==> config.mk <==
export PLATFORM = sky130hd
export DESIGN_NAME = dvp_pattern_source
export DESIGN_NICKNAME = d
export VERILOG_FILES = /design/src/rtl/dvp_pattern_source.sv
export SDC_FILE = /design/constraint.sdc
export NUM_CORES = 1
export LEC_CHECK = 0
export CAP_MARGIN = 5
export CORE_MARGIN = 2
export CORE_UTILIZATION = 45
export DETAILED_ROUTE_END_ITERATION = 12
export MAX_ROUTING_LAYER = met4
export PLACE_DENSITY_LB_ADDON = 0.12
export SYNTH_ARGS = -nofsm -noshare
export SYNTH_HDL_FRONTEND = slang
export SYNTH_SLANG_ARGS = --single-unit
==> constraint.sdc <==
create_clock -name clk -period 3.9 [get_ports clk]
set_input_delay 0.78 -clock clk [delete_from_list [all_inputs] [get_ports clk]]
set_output_delay 0.78 -clock clk [all_outputs]
set_load 0.005 [all_outputs]
==> src/rtl/dvp_pattern_source.sv <==
// OV7670-style DVP transmitter in RGB565 mode, producing synthetic test frames
// (colour bars, x ramp, y/x mix, solid red) for exercising the capture path.
module dvp_pattern_source #(
    parameter int H_ACTIVE  = 640,
    parameter int H_BLANK   = 144,
    parameter int V_ACTIVE  = 480,
    parameter int VS_LINES  = 3,
    parameter int VBP_LINES = 17,
    parameter int VFP_LINES = 10
) (
    input  logic        clk,
    input  logic        rst,
    input  logic        en,
    input  logic [1:0]  pattern,
    output logic        cmos_pclk,
    output logic        cmos_vsync,
    output logic        cmos_href,
    output logic [7:0]  cmos_db,
    output logic        frame_done,
    output logic [15:0] frame_cnt
);

    localparam int L  = 2 * (H_ACTIVE + H_BLANK);
    localparam int CW = $clog2(L);
    localparam int LW = $clog2(VS_LINES + VBP_LINES + V_ACTIVE + VFP_LINES + 1);

    localparam logic [CW-1:0] COL_LAST = CW'(L - 1);
    localparam logic [CW-1:0] COL_HREF = CW'(2 * H_ACTIVE);
    localparam logic [15:0]   BAR_W    = 16'(H_ACTIVE / 8);

    localparam logic [2:0] S_IDLE   = 3'd0;
    localparam logic [2:0] S_VSYNC  = 3'd1;
    localparam logic [2:0] S_VBP    = 3'd2;
    localparam logic [2:0] S_ACTIVE = 3'd3;
    localparam logic [2:0] S_VFP    = 3'd4;

    logic [2:0]    st, nst;
    logic [CW-1:0] col, ncol;
    logic [LW-1:0] line, nline, last_line;
    logic [1:0]    pat, npat;
    logic          wrap;
    logic          href_n;
    logic [15:0]   xv, pix;
    logic [7:0]    y8;
    logic [2:0]    bar;
    logic [7:0]    byte_n;

    // Position (st, col, line) describes the pclk period currently on the bus;
    // the n* values are the period that starts at the next fall edge.
    always_comb begin
        nst   = st;
        ncol  = col;
        nline = line;
        npat  = pat;
        wrap  = 1'b0;
        case (st)
            S_VSYNC:  last_line = LW'(VS_LINES - 1);
            S_VBP:    last_line = LW'(VBP_LINES - 1);
            S_ACTIVE: last_line = LW'(V_ACTIVE - 1);
            default:  last_line = LW'(VFP_LINES - 1);
        endcase
        if (st == S_IDLE) begin
            if (en) begin
                nst   = S_VSYNC;
                ncol  = '0;
                nline = '0;
                npat  = pattern;
            end
        end else if (col != COL_LAST) begin
            ncol = col + 1'b1;
        end else begin
            ncol = '0;
            if (line != last_line) begin
                nline = line + 1'b1;
            end else begin
                nline = '0;
                case (st)
                    S_VSYNC:  nst = S_VBP;
                    S_VBP:    nst = S_ACTIVE;
                    S_ACTIVE: nst = S_VFP;
                    default: begin
                        wrap = 1'b1;
                        if (en) begin
                            nst  = S_VSYNC;
                            npat = pattern;
                        end else begin
                            nst = S_IDLE;
                        end
                    end
                endcase
            end
        end
    end

    always_comb begin
        xv     = 16'(ncol >> 1);
        y8     = 8'(nline);
        bar    = 3'(xv / BAR_W);
        href_n = (nst == S_ACTIVE) && (ncol < COL_HREF);
        case (npat)
            2'd0: begin
                case (bar)
                    3'd0:    pix = 16'hFFFF;
                    3'd1:    pix = 16'hFFE0;
                    3'd2:    pix = 16'h07FF;
                    3'd3:    pix = 16'h07E0;
                    3'd4:    pix = 16'hF81F;
                    3'd5:    pix = 16'hF800;
                    3'd6:    pix = 16'h001F;
                    default: pix = 16'h0000;
                endcase
            end
            2'd1:    pix = xv;
            2'd2:    pix = {y8, xv[7:0]};
            default: pix = 16'hF800;
        endcase
        byte_n = ncol[0] ? pix[7:0] : pix[15:8];
    end

    always_ff @(posedge clk) begin
        if (rst) begin
            cmos_pclk  <= 1'b0;
            cmos_vsync <= 1'b0;
            cmos_href  <= 1'b0;
            cmos_db    <= 8'h00;
            frame_done <= 1'b0;
            frame_cnt  <= 16'h0000;
            st         <= S_IDLE;
            col        <= '0;
            line       <= '0;
            pat        <= 2'd0;
        end else begin
            cmos_pclk  <= ~cmos_pclk;
            frame_done <= 1'b0;
            // pclk is high now, so this edge is a fall edge
            if (cmos_pclk) begin
                st         <= nst;
                col        <= ncol;
                line       <= nline;
                pat        <= npat;
                cmos_vsync <= (nst == S_VSYNC);
                cmos_href  <= href_n;
                cmos_db    <= href_n ? byte_n : 8'h00;
                if (wrap) begin
                    frame_done <= 1'b1;
                    frame_cnt  <= frame_cnt + 16'd1;
                end
            end
        end
    end

endmodule

==> impl_metrics.json <==
{
  "status": "finished clean",
  "grt_busiest_layer": "met2",
  "fin_skew_ns": 0.00920,
  "peakVddDrop_mv": 0.165,
  "ant_nets": 0,
  "ctsHoldBuffers": 0,
  "synth_cell_type_count": 71,
  "period_minus_slack_ns": 3.50,
  "clkSinkCount": 53,
  "finalHoldViolations": 0,
  "yosys_warnings": 0,
  "antenna_found_initial": 0,
  "r2r_end": "cmos_db[7]",
  "htree_levels": 2,
  "grt_max_degree": 33,
  "met2_usage": 0.350,
  "endpoint": "cmos_db[7]",
  "dr.pass1.iters": 5,
  "hold_path_class": "flip-flop to flip-flop",
  "ys.flop_type": "dfxtp_1",
  "grt_overflow": 0,
  "vias": 3520,
  "grt_pass1_wl_um": 15700,
  "io_buffers": 32,
  "arrival_ns": 3.72,
  "slew_violations": 0,
  "dp_hpwl_um": 6880,
  "start_util": 0.472,
  "totalWireLength_um": 9370,
  "power_density_nw_per_um2": 254,
  "ff2ff_setup_slack_ns": 0.40,
  "crit_type": "flip-flop to flip-flop",
  "area_growth_pct": 13.8,
  "wl_per_cell_um": 16.0,
  "fin_crit_sh": 0.897,
  "crit_path_end_kind": "flip-flop",
  "synthCells": 465,
  "netlist_top_cells_count": "59 x nand2_1, 53 x dfxtp_1, 49 x nor2_1",
  "die_w_um": 91.7,
  "cts_tree": "built",
  "tightest_slew_ns": 0.997,
  "std_cell_rows": 31,
  "setup-tns-final_ns": 0,
  "gp_congestion": 0.891,
  "ctsRootBufferMaster": "clkbuf_8",
  "synth_fp_nets": 473,
  "yosysMostFrequentCell": "nand2_1",
  "routed_via_density": 6.03,
  "utilization": 0.537,
  "slew-limit-headroom": 0.330,
  "synth_area_um2": 3460,
  "route.detailed.drc": 0,
  "critPathRequiredTime_ns": 4.12,
  "path_max_fanout": 10,
  "synth_top_area_share": 0.307,
  "drive_above_1_share": 0.0680,
  "synth-async-reset-ratio": 0,
  "use_met3": 0.0362,
  "drtIter0Drc": 211,
  "seq_area_frac_synth": 0.307,
  "chipHeight_um": 91.7,
  "reg2reg_from": "col[0]",
  "cts_buffers": 5,
  "leakage_uw": 0.00131,
  "grt_use_met1": 0.324,
  "ys_ff_latch": 53,
  "grt_pass1_vias": 3192,
  "maxCapViolations": 0,
  "track_usage": 0.235,
  "clkTransAtPathRegs_ns": 0.10,
  "synth_top_cell_by_area": "dfxtp_1",
  "synth.avg_cell_area_um2": 7.44,
  "coreArea_um2": 7330,
  "cp-startpoint": "col[0]",
  "synthTopCellsByArea": "dfxtp_1 31%, nand2_1 6.4%, a21oi_1 5.5%",
  "rsz0062_at_grt": "false",
  "synth_edf_count": 0,
  "post_cts_buffers": 0,
  "clk_latency_ns": 0.32,
  "cts_resized": 0,
  "antenna_cells": 0,
  "nets": 493,
  "fmax_mhz": 286,
  "dieArea_um2": 8410,
  "rr_worst_depth": 9,
  "cts_buffer_depth": 2,
  "pin_count": 33,
  "start_kind": "flip-flop",
  "setup_viol": 0
}
==> registers in the layout, summed over array words and instances (netlist names) <==
name,cells
frame_cnt,16
col,11
line,9
cmos_db,8
st,3
pat,2
cmos_href,1
cmos_pclk,1
cmos_vsync,1
frame_done,1
==> worst min-delay path by stage <==
stage / from / to / depth (start not counted)
6_report: cmos_db[5] / cmos_db[5] / 2
5_1_grt: cmos_db[4] / cmos_db[4] / 2
2_1_floorplan: cmos_db[5] / cmos_db[5] / 2
3_5_place_dp: cmos_db[5] / cmos_db[5] / 2
4_1_cts: cmos_db[5] / cmos_db[5] / 2
3_3_place_gp: cmos_db[5] / cmos_db[5] / 2
==> worst max-delay path: stages (launching register included) <==
cell and delay (ns):
dfxtp_1 0.39, ha_1 0.30, and4_1 0.48, nand3_1 0.21, o31ai_1 0.84, nand2_1 0.20, a222oi_1 0.41, o31ai_2 0.15
nand2b_1 0.17, a32o_1 0.23
==> routing by layer <==
layer | routed length, um | up-vias
met3 | 512 | 14
met4 | 167 | 0
met2 | 4280 | 102
li1 | - | 1746
met5 | 0 | -
met1 | 4410 | 1658
==> where the power goes <==
part           leakage, uW  internal (uW)  switching [uW]  total [uW]
Combinational     0.000839           44.3            79.5         124
Clock            0.0000433            141             186         327
Sequential        0.000428            544            4.34         549
Total              0.00131            729             270         999
==> layout make-up <==
type	instances	area, um^2
Clock inverter	1	7.51
Timing Repair Buffer	44	410
Sequential cell	53	1060
Tap cell	99	124
Fill cell	726	3390
Inverter	3	11.3
Clock buffer	6	82.6
Multi-Input combinational cell	378	2240
==> layout by cell type (no fill, tap or decap), drive strengths merged, types with 4 or more instances in the layout <==
cell type / synthesis / final
o21ai: 36 / 36
mux2i: 6 / 6
and4: 6 / 6
nand2b: 6 / 6
a31oi: 7 / 7
o211ai: 5 / 5
nand2: 60 / 60
nand3: 27 / 27
and2: 6 / 6
or3: 11 / 11
xor2: 9 / 9
dfxtp: 53 / 53
nor4: 4 / 4
nand4: 12 / 12
clkbuf: 21 / 6
nor2b: 5 / 5
buf: 10 / 12
nor3b: 4 / 4
nor2: 50 / 50
clkdlybuf4s50: 0 / 32
a21oi: 38 / 38
nand3b: 5 / 5
xnor2: 6 / 6
o31ai: 11 / 11
nor3: 8 / 8
and3: 8 / 8
==> metrics by stage <==
| step | setup WS, ns | power (uW) | hold slack [ns] | instance area (um^2) | cells |
|---|---|---|---|---|---|
| CTS | 0.463 | 1010 | 0.450 | 3940 | 584 |
| global route | 0.117 | 1040 | 0.490 | 3940 | 584 |
| floorplan | 0.906 | 644 | 0.439 | 3460 | 465 |
| global placement | 0.374 | 684 | 0.434 | 3850 | 577 |
| finish | 0.402 | 999 | 0.446 | 3940 | 584 |
| detailed placement | 0.311 | 683 | 0.434 | 3850 | 577 |
==> kinds of logic after synthesis <==
logic type / Yosys count / share of synthesized area
AOI/OAI and AO/OA: 135 / 0.249
DFF: 53 / 0.307
and+or+nand+nor: 216 / 0.321
adders and majority gates: 4 / 0.0137
xor gates and xnor gates: 15 / 0.0401
buffers and inverters: 34 / 0.0459
muxes: 8 / 0.0239
Note: power is estimated with default switching activity, not from simulation.
==> RTL change 1 (same flow settings) <==
Reset style: asynchronous (`rst`), changed in one clocked block.
--- a/src/rtl/dvp_pattern_source.sv
+++ b/src/rtl/dvp_pattern_source.sv
@@ -118,5 +118,5 @@
     end
 
-    always_ff @(posedge clk) begin
+    always_ff @(posedge clk or posedge rst) begin
         if (rst) begin
             cmos_pclk  <= 1'b0;
Behaviour: differs if rst is asserted again (counterexample within 4 cycles, from zero or initial values and one cycle with rst high); with rst held inactive, the same outputs for 10 cycles.
==> RTL change 1 against the unedited design <==
  * Worst setup slack better by 0.042 ns
  * Synthesized area up 3.8%
  * Sequential cell count unchanged
  * Design area up 4.0%
  * Wire length up 3.1%
Power is not compared: it rests on default switching activity, and its combinational part moved more than twofold at a synthesized area within 25%.
==> RTL change 1: results <==
[outcome]
outcome = finished, final reports clean

[layout]
seqCellArea_mm2 = 0.00133
num-nets-final = 460
multi_input_area_share_pct = 51.6
drive_gt1_share_pct = 8.83
inverters = 10
seq_cells = 53
n_all_buffers = 43
layout_commonest_cell = dfrtp_1
clkCellAreaFrac_pct = 2.11
num-fill-cells = 710
signal_buffer_area_fraction_pct = 9.84

[logic_synthesis]
yosysUniqueCellTypes = 60
synth_ff_type = dfrtp_1
yosysSeqAreaShare_pct = 36.9
synthTopCellsByArea = dfrtp_1 (37%), o21ai_0 (5.2%), nand2_1 (4.9%)
synth_fp_nets = 439
synthCells = 431
synth_commonest_cells = dfrtp_1 (53), nand2_1 (47), o21ai_0 (37)

[worst_setup_path]
r2r-start = col[8]$_DFFE_PP0P_
cp_max_fo = 14
slowest_delay_ns = 0.64
arrival_ns = 3.69
slowest_stage = a211oi_2
ff2ff_setup_slack_ns = 0.44

[sta]
skew_ns = 0.00632
slew_headroom_pct = 54.3
whs_ns = 0.476
fin_crit_sh_pct = 88.6

[cts]
clk_latency_ns = 0.32
h-tree-depth = 2

[routing]
viasPerCell = 6.18
drt-met1-wl_mm = 4.24
vias = 3430
wl_mm = 9.66
wl_met3_um = 571
met2RoutedLength_mm = 4.71

[global_routing]
grt_usage_pct = 23.6
antenna_found_initial = 0
use_met2_pct = 38.7
grt_pass1_vias = 3203
grt_use_met1_pct = 30.9
grt_pass1_wl_mm = 15.9
grt_max_degree = 38

[min_path]
min_delay_worst_endpoint = frame_cnt[15]$_DFFE_PP0P_
holdPathStages = 1
min_from = frame_cnt[15]$_DFFE_PP0P_

[place]
post-place-cells = 547
gp_congestion = 0.911
hpwl_mm = 7.10
RTL change 1: cell types whose count changed after synthesis, sizes merged, moves of 5 or more:
cell     change
a21oi        -5
dfrtp       +53
dfxtp       -53
inv          +7
mux2         +6
nand2       -13
nand3       -13
nor2        -16
nor3         +8
o2bb2ai      +6
or3          -8
xnor2        +8
RTL change 1: through the flow:
stage	area, um2	utilization (%)
after floorplan	3590	-
after detailed placement	4010	51.9
final	4090	53.0
after global routing	4090	53.0
after global placement	4010	51.9
after CTS	4090	53.0
RTL change 1: logic make-up after synthesis:
family	Yosys count	synth area share [%]
XOR/XNOR	20	4.88
AND/OR/NAND/NOR	171	24.8
buffers and inverters	39	4.42
adder cells (fa/ha/maj)	3	1.05
multiplexers	10	3.07
flip-flops	53	36.9
AO/OA/AOI/OAI	135	24.9
==> RTL change 2 (same flow settings) <==
Without the edit above. `H_ACTIVE`: 640 -> 320.
--- a/src/rtl/dvp_pattern_source.sv
+++ b/src/rtl/dvp_pattern_source.sv
@@ -2,5 +2,5 @@
 // (colour bars, x ramp, y/x mix, solid red) for exercising the capture path.
 module dvp_pattern_source #(
-    parameter int H_ACTIVE  = 640,
+    parameter int H_ACTIVE  = 320,
     parameter int H_BLANK   = 144,
     parameter int V_ACTIVE  = 480,
Behaviour: same outputs for any inputs over 10 cycles, from zero or initial values and one cycle with rst high; that may be too few to reach the edited logic, so the function may still have changed.
==> RTL change 2 against the unedited design <==
  * Worst setup slack improved by 0.014 ns
  * Critical path depth up 1
  * Power up 8.2%
  * Count of clock-buffer cells in the layout is the same
  * Core utilization increased by 0.43 points
  * Sequential power increased by 2%
  * Non-clock buffer count grew 8
  * Design area rose by 0.79%
  * Wire length decreased by 1.8%
  * Sequential cell count decreased by 1
  * Combinational power up 55%
  * Synthesized area is 0.76% lower
  * Largest power group unchanged
==> RTL change 2: results <==
[global_routing]
grt_usage_pct = 23.4
grt_max_degree = 42
use_met2_pct = 38.8
met3_usage_pct = 3.15
grt_pass1_vias = 3080
grt_use_met1_pct = 30.5

[min_path]
holdPathStages = 1
min_from = cmos_href$_SDFFE_PP0P_
min_delay_worst_endpoint = cmos_href$_SDFFE_PP0P_

[layout]
fin_cells = 564
reg.largest.list = frame_cnt x16, col x10, line x9

[routing]
drtIter0Drc = 275
wl_mm = 9.20
met2RoutedLength_mm = 4.38

[worst_setup_path]
path_delay_family = simple AND/OR/NAND/NOR gates
rr_worst_depth = 10
slowest_stage = or4b_4
endpoint = cmos_db[0]$_SDFFE_PP0P_
slowest_delay_ns = 0.54

[sta]
skew_ns = 0.0106
whs_ns = 0.462

[outcome]
outcome = finished, final reports clean

[place]
hpwl_mm = 6.84
post-place-ws_ns = 0.137

[power_and_ir_drop]
peakVddDrop_mv = 0.166
p_leak_nw = 1.38

[logic_synthesis]
synthCells = 439
==> RTL change 2: kinds of logic after synthesis <==
group	after synthesis	share of synthesized area (%)
simple gates	201	31.3
compound gates	113	23.6
flops	52	30.3
buf+inv	39	5.21
xor+xnor	17	4.34
mux	12	3.57
fa+ha+maj	5	1.68
==> RTL change 2: final cells by class <==
type | count | share of cell area, %
clock buffers | 6 | 2.08
clock inverters | 1 | 0.221
inverters | 6 | 0.568
multi-input cells | 348 | 55.9
flip-flops and latches | 52 | 26.2
well taps | 99 | 3.12
repair buffers | 52 | 11.9
==> RTL change 2: power groups by stage <==
stage	clock network, W	logic, W	registers (W)
after CTS	0.000333	0.000191	0.000558
after global placement	0	0.000188	0.000570
final	0.000330	0.000192	0.000558
after detailed placement	0	0.000190	0.000570
after global routing	0.000362	0.000211	0.000561
after floorplan	0	0.000137	0.000561
